$ cat config.mk
export PLATFORM = sky130hd
export DESIGN_NAME = number_display_driver
export DESIGN_NICKNAME = d
export VERILOG_FILES = /design/src/rtl/display_pkg.sv /design/src/rtl/bin16_to_bcd_seq.sv /design/src/rtl/number_display_driver.sv
export SDC_FILE = /design/constraint.sdc
export NUM_CORES = 1
export LEC_CHECK = 0
export BUFFER_PORTS_ARGS = -buffer_cell sky130_fd_sc_hd__clkbuf_2
export CORE_MARGIN = 5
export CORE_UTILIZATION = 60
export CTS_CLUSTER_DIAMETER = 120
export CTS_CLUSTER_SIZE = 12
export DETAILED_ROUTE_END_ITERATION = 16
export PLACE_DENSITY_LB_ADDON = 0.3
export REMOVE_ABC_BUFFERS = 1
export SYNTH_ARGS = -nofsm -noshare
export SYNTH_HDL_FRONTEND = slang
export SYNTH_HIERARCHICAL = 1
export SYNTH_SLANG_ARGS = --single-unit
$ cat constraint.sdc
create_clock -name clk -period 2.37 [get_ports clk]
set_input_delay 0.3555 -clock clk [delete_from_list [all_inputs] [get_ports clk]]
set_output_delay 0.3555 -clock clk [all_outputs]
set_load 0.02 [all_outputs]
$ cat src/rtl/display_pkg.sv
// display_pkg: shared constants, types and helpers for the number display driver.
//   - Active-low seven-segment codes {g,f,e,d,c,b,a} for hex digits 0..F and the blank code.
//   - N_DIGITS: number of multiplexed digit slots on the display.
//   - conv_state_e: state of the sequential binary-to-BCD converter.
//   - seg_decode(): nibble to segment-code lookup.
package display_pkg;

    localparam int unsigned N_DIGITS = 8;

    localparam logic [6:0] SEG_0   = 7'h40;
    localparam logic [6:0] SEG_1   = 7'h79;
    localparam logic [6:0] SEG_2   = 7'h24;
    localparam logic [6:0] SEG_3   = 7'h30;
    localparam logic [6:0] SEG_4   = 7'h19;
    localparam logic [6:0] SEG_5   = 7'h12;
    localparam logic [6:0] SEG_6   = 7'h02;
    localparam logic [6:0] SEG_7   = 7'h78;
    localparam logic [6:0] SEG_8   = 7'h00;
    localparam logic [6:0] SEG_9   = 7'h10;
    localparam logic [6:0] SEG_A   = 7'h08;
    localparam logic [6:0] SEG_B   = 7'h03;
    localparam logic [6:0] SEG_C   = 7'h46;
    localparam logic [6:0] SEG_D   = 7'h21;
    localparam logic [6:0] SEG_E   = 7'h06;
    localparam logic [6:0] SEG_F   = 7'h0E;
    localparam logic [6:0] SEG_OFF = 7'h7F;

    typedef enum logic [1:0] {
        IDLE,
        LOAD,
        SHIFT,
        DONE
    } conv_state_e;

    function automatic logic [6:0] seg_decode(input logic [3:0] nib);
        logic [6:0] seg;
        seg = SEG_OFF;
        unique case (nib)
            4'h0: seg = SEG_0;
            4'h1: seg = SEG_1;
            4'h2: seg = SEG_2;
            4'h3: seg = SEG_3;
            4'h4: seg = SEG_4;
            4'h5: seg = SEG_5;
            4'h6: seg = SEG_6;
            4'h7: seg = SEG_7;
            4'h8: seg = SEG_8;
            4'h9: seg = SEG_9;
            4'hA: seg = SEG_A;
            4'hB: seg = SEG_B;
            4'hC: seg = SEG_C;
            4'hD: seg = SEG_D;
            4'hE: seg = SEG_E;
            4'hF: seg = SEG_F;
        endcase
        return seg;
    endfunction

endpackage

$ cat src/rtl/bin16_to_bcd_seq.sv
// bin16_to_bcd_seq: sequential double-dabble converter, 16-bit binary to 5 BCD digits.
// Watches bin; whenever it differs from the last captured value and the converter is idle,
// captures it and runs 16 shift/adjust steps. bcd only updates on completion, so it always
// holds a complete result.
// Ports:
//   clk   - system clock
//   rst   - synchronous active-high reset
//   bin   - binary value to convert
//   bcd   - last completed result, {ten-thousands, thousands, hundreds, tens, units}
//   busy  - high in LOAD, SHIFT and DONE
//   value - captured binary value (num_q), used by the hex display path
module bin16_to_bcd_seq
    import display_pkg::*;
(
    input  logic        clk,
    input  logic        rst,
    input  logic [15:0] bin,
    output logic [19:0] bcd,
    output logic        busy,
    output logic [15:0] value
);

    conv_state_e state_q;
    logic [15:0] num_q;
    logic [35:0] shift_q;
    logic [35:0] shift_adj;
    logic [3:0]  iter_q;
    logic [19:0] bcd_q;
    logic        busy_q;

    // Add 3 to every BCD nibble >= 5 before the shift so it carries correctly into the next digit.
    always_comb begin
        shift_adj = shift_q;
        for (int i = 0; i < 5; i++) begin
            if (shift_q[16 + 4 * i +: 4] >= 4'd5) begin
                shift_adj[16 + 4 * i +: 4] = shift_q[16 + 4 * i +: 4] + 4'd3;
            end
        end
    end

    always_ff @(posedge clk) begin
        if (rst) begin
            state_q <= IDLE;
            num_q   <= 16'd0;
            shift_q <= 36'd0;
            iter_q  <= 4'd0;
            bcd_q   <= 20'd0;
            busy_q  <= 1'b0;
        end else begin
            case (state_q)
                IDLE: begin
                    if (bin != num_q) begin
                        state_q <= LOAD;
                        busy_q  <= 1'b1;
                    end
                end
                LOAD: begin
                    num_q   <= bin;
                    shift_q <= {20'd0, bin};
                    iter_q  <= 4'd0;
                    state_q <= SHIFT;
                    busy_q  <= 1'b1;
                end
                SHIFT: begin
                    shift_q <= {shift_adj[34:0], 1'b0};
                    iter_q  <= iter_q + 4'd1;
                    if (iter_q == 4'd15) begin
                        state_q <= DONE;
                    end
                end
                DONE: begin
                    bcd_q   <= shift_q[35:16];
                    state_q <= IDLE;
                    busy_q  <= 1'b0;
                end
                default: begin
                    state_q <= IDLE;
                    busy_q  <= 1'b0;
                end
            endcase
        end
    end

    assign bcd   = bcd_q;
    assign busy  = busy_q;
    assign value = num_q;

endmodule

$ cat src/rtl/number_display_driver.sv
// number_display_driver: drives an 8-digit multiplexed active-low seven-segment display.
// Hex mode shows the captured number as 4 hex digits; decimal mode shows the 5-digit BCD
// result of the sequential converter. Optional leading-zero blanking in both modes.
// Ports:
//   clk         - system clock
//   rst         - synchronous active-high reset
//   number      - 16-bit value to display
//   dec_mode    - 1 = unsigned decimal, 0 = hex
//   blank_zeros - 1 = blank leading zeros (digit 0 always shown)
//   anodes      - active-low one-hot digit enables, bit 0 = rightmost digit
//   segments    - active-low {g,f,e,d,c,b,a}
//   busy        - BCD conversion in progress
module number_display_driver
    import display_pkg::*;
#(
    parameter int unsigned REFRESH_DIV = 100000
) (
    input  logic        clk,
    input  logic        rst,
    input  logic [15:0] number,
    input  logic        dec_mode,
    input  logic        blank_zeros,
    output logic [7:0]  anodes,
    output logic [6:0]  segments,
    output logic        busy
);

    localparam int unsigned CNT_W = (REFRESH_DIV > 1) ? $clog2(REFRESH_DIV) : 1;
    localparam logic [CNT_W-1:0] CNT_LAST = CNT_W'(REFRESH_DIV - 1);

    logic [CNT_W-1:0] cnt_q;
    logic [2:0]       idx_q;
    logic [19:0]      bcd;
    logic [15:0]      num_q;

    logic [3:0]       digits [N_DIGITS];
    logic [7:0]       used;
    logic [7:0]       lit;
    logic             seen_nonzero;
    logic [7:0]       anodes_d;
    logic [6:0]       segments_d;

    bin16_to_bcd_seq u_conv (
        .clk   (clk),
        .rst   (rst),
        .bin   (number),
        .bcd   (bcd),
        .busy  (busy),
        .value (num_q)
    );

    // Digit source mux.
    always_comb begin
        for (int k = 0; k < int'(N_DIGITS); k++) begin
            digits[k] = 4'h0;
        end
        if (dec_mode) begin
            for (int k = 0; k < 5; k++) begin
                digits[k] = bcd[4 * k +: 4];
            end
            used = 8'h1F;
        end else begin
            for (int k = 0; k < 4; k++) begin
                digits[k] = num_q[4 * k +: 4];
            end
            used = 8'h0F;
        end
    end

    // Walk from the most significant slot down; a digit is blanked only while every used digit
    // at or above it is zero.
    always_comb begin
        seen_nonzero = 1'b0;
        lit          = 8'h00;
        for (int k = int'(N_DIGITS) - 1; k >= 0; k--) begin
            if (used[k] && (digits[k] != 4'h0)) begin
                seen_nonzero = 1'b1;
            end
            lit[k] = used[k] && ((k == 0) || !blank_zeros || seen_nonzero);
        end
    end

    always_comb begin
        anodes_d   = 8'hFF;
        segments_d = SEG_OFF;
        if (lit[idx_q]) begin
            anodes_d[idx_q] = 1'b0;
            segments_d      = seg_decode(digits[idx_q]);
        end
    end

    always_ff @(posedge clk) begin
        if (rst) begin
            cnt_q    <= '0;
            idx_q    <= 3'd0;
            anodes   <= 8'hFF;
            segments <= SEG_OFF;
        end else begin
            if (cnt_q == CNT_LAST) begin
                cnt_q <= '0;
                idx_q <= idx_q + 3'd1;
            end else begin
                cnt_q <= cnt_q + CNT_W'(1);
            end
            anodes   <= anodes_d;
            segments <= segments_d;
        end
    end

endmodule

## After elaboration in Yosys (flattened, before gate mapping)

Memories as Yosys holds them, arrays and structs flattened. A register that Yosys moved wholly into a read port is not among the register bits.
Cells that the tools add are included.
Widths: inputs -> output; s select.

| word-level totals | value |
|---|---|
| register bits after elaboration | 107 |
| memory bits (read-only) | 112 |
| bits of input ports | 20 |
| output and inout port bits | 16 |
| word-level logic and storage cells | 91 |
| memories | 1 |

Memories:

| name | depth | width | rd ports | clocked after memory_dff | write ports | line | source |
|---|---|---|---|---|---|---|---|
| (no name shown) | 16 | 7 | 1 | 1 | 0 | display_pkg.sv:38 | `unique case (nib)` |

| operators by class | value |
|---|---|
| add/subtract/negate cells | 8 |
| order comparisons | 8 |
| eq/ne operators | 8 |
| muxes and demuxes | 26 |
| bitwise gates (word level) | 3 |
| reduce and logical (&&, ||, !) cells | 28 |

Operators with widths:

| cell | number |
|---|---|
| $pmux 36 s2 | 1 |
| $mux 4 | 7 |
| $ge 4x3->1 const B | 5 |
| $add 17x1->17 const B | 1 |
| $eq 17x17->1 const B | 1 |
| $add 4x2->4 const B | 4 |
| $mux 16 | 1 |
| $ne 16x16->1 | 1 |
| $reduce_bool 4->1 | 4 |
| $bmux 4 s3 | 1 |
| $logic_and 1x1->1 | 9 |
| $not 8->8 | 1 |
| $pmux 2 s4 | 1 |
| $pmux 4 s2 | 1 |
| $mux 1 | 7 |
| $mux 5 | 1 |
| $add 4x1->4 const B | 1 |
| $eq 2x2->1 const B | 2 |
| $eq 4x4->1 const B | 1 |
| $ge 4x4->1 const B | 1 |
| $logic_or 1x1->1 | 4 |
| $lt 3x4->1 const B | 1 |
| $mux 2 | 2 |
| $ne 2x1->1 const B | 2 |
| 17 further kinds | 21 |

## Longest topological paths before layout

| depth | value |
|---|---|
| word-level depth | 13 |
| mapped depth | 11 |
| depth with buffers taken out | 8 |

## Cells and area by module

The synthesis kept the hierarchy.

Modules (own cells, without submodules):

| module | times used | cells an instance | area each (um^2) | seq. area each (um^2) |
|---|---|---|---|---|
| bin16_to_bcd_seq | 1 | 392 | 3692.3 | 1581.5 |
| number_display_driver | 1 | 209 | 1913.1 | 700.7 |

## Least setup slack after synthesis

OpenSTA, ideal clock, no wires.

| timing | value |
|---|---|
| kind | input port to flip-flop |
| start | in dec_mode |
| end | reg segments[4] |
| library setup time | 0.141 ns |
| data arrival time | 1.924 ns |
| data required time | 2.229 ns |
| slack | 0.305 ns |
| stages on the path | 10 |
| buffers on the path | 3 |
| cells stage by stage | buf_6 -> buf_6 -> buf_6 -> mux2i_1 -> o22ai_1 -> a211o_1 -> ha_1 -> mux2_4 -> nand2_1 -> o211ai_1 |

| on the way | value |
|---|---|
| cells in the longest elaborated chain, start to end | 13 |
| elaborated cells between the ends (all ways) | 30 |
| classes of those cells | 12 x mux; 1 x bitwise; 17 x reduce/logical |

Ends and longest elaborated chain:

| element | line | source |
|---|---|---|
| from (decl) | number_display_driver.sv:21 | `input logic dec_mode,` |
| $mux 4 | number_display_driver.sv:57 | `if (dec_mode) begin` |
| $reduce_bool 4->1 | number_display_driver.sv:76 | `if (used[k] && (digits[k] != 4'h0)) begin` |
| $logic_and 1x1->1 | number_display_driver.sv:76 |  |
| $mux 1 (4 in series) | number_display_driver.sv:76 |  |
| $logic_or 1x1->1 | number_display_driver.sv:79 | `lit[k] = used[k] && ((k == 0) \|\| !blank_zeros \|\| seen_nonzero);` |
| $logic_and 1x1->1 | number_display_driver.sv:79 |  |
| $bmux 1 s3 | number_display_driver.sv:86 | `if (lit[idx_q]) begin` |
| $mux 1 (not written as such) | number_display_driver.sv:86 |  |
| $not 1->1 (no line) | -- |  |
| $reduce_or 2->1 (no line) | -- |  |
| to (decl) | number_display_driver.sv:24 | `output logic [6:0] segments,` |

Parallel ways exist; a longest one is shown, timed or not. The select of a mux whose other input is x is not followed.
A chain may end at the register's enable or synchronous reset.

## Worst setup path after layout

| timing | value |
|---|---|
| start | reg idx_q[2] |
| end | reg segments[4] |

| on the way | value |
|---|---|
| cells in the longest elaborated chain, start to end | 4 |
| elaborated cells between the ends (all ways) | 8 |
| classes of those cells | 5 x mux; 2 x bitwise; 1 x reduce/logical |

Ends and longest elaborated chain:

| element | line | source |
|---|---|---|
| from (decl) | number_display_driver.sv:32 | `logic [2:0] idx_q;` |
| from (signal assigned) | number_display_driver.sv:101 | `idx_q <= idx_q + 3'd1;` |
| $not 3->4 (not written as such) / $bmux 1 s3 (equally long branches) | number_display_driver.sv:88, number_display_driver.sv:86 |  |
| $bmux 4 s3 / $mux 1 (equally long branches) | number_display_driver.sv:88, number_display_driver.sv:86 |  |
| $mux 4 (not written as such) / $not 1->1 (equally long branches) | -- |  |
| $mux 4 (not written as such) / $reduce_or 2->1 (equally long branches) | -- |  |

Parallel ways exist; a longest one is shown, timed or not. The select of a mux whose other input is x is not followed.

==> key figures <==
Status
  – Status: finished clean

Routing
  – Routed len/inst: 16.39 um
  – Post-Route WL: 12,440 um
  – Post-DR vias/cell: 5.910
  – DR pass1 iterations: 5
  – Routed via count: 4,486
  – Residual DRC: 0
  – DR iter-0 viols: 313
  – Post-route ant nets: 0

Logic synthesis
  – Number of synthesized register bits: 114
  – Synth warn: 6
  – Register area share after synthesis: 40.71%
  – Synth Instances: 601
  – Avg Inst Size Synth: 9.327 um2
  – Synthesized cell area: 5605 um2
  – Fraction of registers with async set or reset after synthesis: 0%
  – Main synth FF type: dfxtp_1
  – Synth cell types: 53
  – EDFF count, synth: 0

Global routing
  – Met1 Use GR: 29.01%
  – GRT met2 Usage: 38.22%
  – GRT Total Usage: 22.87%
  – Largest net degree at the start of global routing: 60
  – Total gr overflow: 0
  – Busiest layer in global routing: met2
  – GR Layer Usage met3: 5.057%
  – Initial antenna violation count: 0
  – First-pass GRT wire length: 21,070 um
  – Vias in the first global route: 4,437

Critical path
  – CP peak stage delay: 0.50 ns
  – Crit Path Category: register to register
  – CP Cell Sequence: or3_1, o22ai_1, a211o_1, inv_1, ha_1, mux2_4, nand2_1, o211ai_1
  – Worst EP arrival: 2.58 ns
  – CP Capture Type: register
  – Critical Path RT: 2.73 ns
  – Slowest cell on crit path: or3_1
  – Crit path max fanout: 9
  – Startpoint types: register

STA
  – Max-slew headroom: 65.35%
  – Final Hold Fails: 0
  – Fmax: 450.7 MHz
  – Setup ws final: 0.1514 ns
  – Crit path time final: 2.219 ns
  – RSZ-0062 raised after global routing: no
  – Setup TNS: 0 ns
  – Final period util: 93.61%
  – Slew @ Worst Pin: 0.5197 ns
  – Max Transition Viols Final: 0
  – Clk_skew: 0.006155 ns
  – Final setup viols: 0

Pwr
  – PD cells: 1041 nW/um2
  – VDD IR max: 654.1 uV
  – Pwr Total: 6660 uW
  – Static leakage: 0.002508 uW

Clocking
  – H-tree depth: 4
  – Worst skew pair latency: 0.52 ns
  – Num CTS Buffers: 17
  – Root buf cell: clkbuf_8
  – Reg clk slew, reported paths: 0.06 ns
  – Bufs on Longest Clock Path: 2
  – Clock tree from TritonCTS: built
  – CTS Sinks: 114

Job
  – # Max-Cap Violations: 0

Floorplan
  – I/O pin cnt: 36
  – Chip Height: 106.7 um
  – Core ar.: 9153 um2
  – Num rows: 35
  – Die Area: 11,380 um2
  – Initial core utilization: 61.24%
  – Die X: 106.7 um

Placement
  – Port bufs: 35
  – Pre-CTS setup slack: 0.1302 ns
  – Dpl hpwl: 8490 um
  – Placer Congestion: 0.9022

Cells and area
  – Final core utilization: 69.88%
  – Layout cell share with drive strength beyond 1: 14.97%
  – ANT cells: 0
  – Post-layout nets: 678
  – Syn-to-layout area delta: 14.11%

Min path
  – Hold Path Class: input pin to register
==> repair_timing <==
item / in CTS / in global routing
setup endpoints to repair: 0 / 2
setup buffers: 0 / 1
hold buffers: 0 / 0
resized for setup: 0 / 1
==> cell type report <==
cell class | instances | area (um2)
Clock inverter | 12 | 133.9
Inverter | 22 | 82.58
Sequential cell | 114 | 2283
Fill cell | 692 | 2756
Clock buffer | 20 | 425.4
Multi-Input combinational cell | 433 | 3042
Timing Repair Buffer | 47 | 290.3
Tap cell | 111 | 138.9
==> logic make-up (layout without fill, tap and decap cells) <==
| group | Yosys count | after routing | share of synthesized area (%) |
|---|---|---|---|
| buf+inv | 56 | 101 | 5.156 |
| other cells | 1 | 3 | 0.06690 |
| compound gates | 93 | 93 | 11.88 |
| simple gates | 194 | 194 | 16.25 |
| fa+ha+maj | 23 | 23 | 5.134 |
| flops | 114 | 114 | 40.71 |
| mux | 80 | 80 | 14.55 |
| xor+xnor | 40 | 40 | 6.250 |
==> worst max-delay path: cells and delay by family, from the launching register on <==
kind | cells | cell delay [ns]
multiplexers | 1 | 0.29
AO/OA/AOI/OAI | 3 | 0.46
flip-flops | 1 | 0.38
AND/OR/NAND/NOR | 2 | 0.57
buffers and inverters | 1 | 0.09
adder cells (fa/ha/maj) | 1 | 0.27
==> power by group <==
part           switching, uW  internal, uW
Sequential               194          2160
Clock                    895          1500
Combinational           1160           754
Total                   2250          4410
==> metal layers <==
metal / wire (um) / share of wire, %
met5: 0 / 0
met4: 212 / 1.7
met3: 617 / 5.0
met2: 5955 / 48
met1: 5652 / 45
==> worst paths after layout <==
| kind | start | end | slack, ns | depth (start not counted) |
|---|---|---|---|---|
| worst min register to register | cnt_q[0] | cnt_q[0] | 0.46 | 1 |
| worst max-delay path | idx_q[2] | segments[4] | 0.15 | 8 |
| worst min-delay path | number[12] | u_conv/value[12] | 0.14 | 3 |
| worst max register to register | idx_q[2] | segments[4] | 0.15 | 8 |
==> flip-flops by register name (all words and copies together) (netlist names) <==
signal,count
u_conv/shift_q,36
u_conv/bcd,20
cnt_q,17
u_conv/value,16
anodes,8
segments,7
u_conv/iter_q,4
idx_q,3
u_conv/state_q,2
u_conv/busy,1
==> synthesized netlist by cell type (all sizes together), types with 11 or more instances <==
library cell  count  area share [%]
dfxtp           114              41
nor2            102             6.8
mux2i            74              13
xnor2            27             4.2
buf              24             3.0
ha               23             5.1
a21oi            22             2.2
inv              22             1.5
nand2            18             1.2
a211oi           17             2.5
nand3            17             1.5
xor2             13             2.0
nor3             12             1.3
nand2b           11             1.2
==> metrics by stage <==
| step | cells | hold WS (ns) | cell area, um2 |
|---|---|---|---|
| floorplan | 569 | 0.4246 | 5406 |
| global placement | 726 | 0.4419 | 5828 |
| detailed placement | 726 | 0.4515 | 5828 |
| CTS | 758 | 0.1322 | 6387 |
| global route | 759 | 0.1537 | 6396 |
| finish | 759 | 0.1366 | 6396 |
==> layout by cell type (no fill, tap or decap), drive strengths merged, types with 2 or more instances in the layout <==
| cell | count |
|---|---|
| nand3 | 17 |
| and3 | 3 |
| xor2 | 13 |
| a211oi | 17 |
| buf | 12 |
| nor3 | 12 |
| a211o | 2 |
| a2bb2oi | 4 |
| o31ai | 5 |
| nand2 | 18 |
| a22oi | 7 |
| nor4 | 10 |
| dfxtp | 114 |
| xnor2 | 27 |
| a31oi | 2 |
| a32oi | 6 |
| nor2 | 102 |
| or3b | 2 |
| clkinvlp | 2 |
| conb | 3 |
| or2 | 3 |
| o211ai | 2 |
| nand2b | 11 |
| o22ai | 9 |
| or3 | 3 |
| bufinv | 2 |
| inv | 24 |
| mux2i | 74 |
| clkbuf | 55 |
| clkinv | 6 |
| nand4 | 6 |
| mux2 | 6 |
| o221ai | 3 |
| ha | 23 |
| nand3b | 2 |
| a21oi | 22 |
| o21ai | 10 |
(Power assumes the default switching activity.)
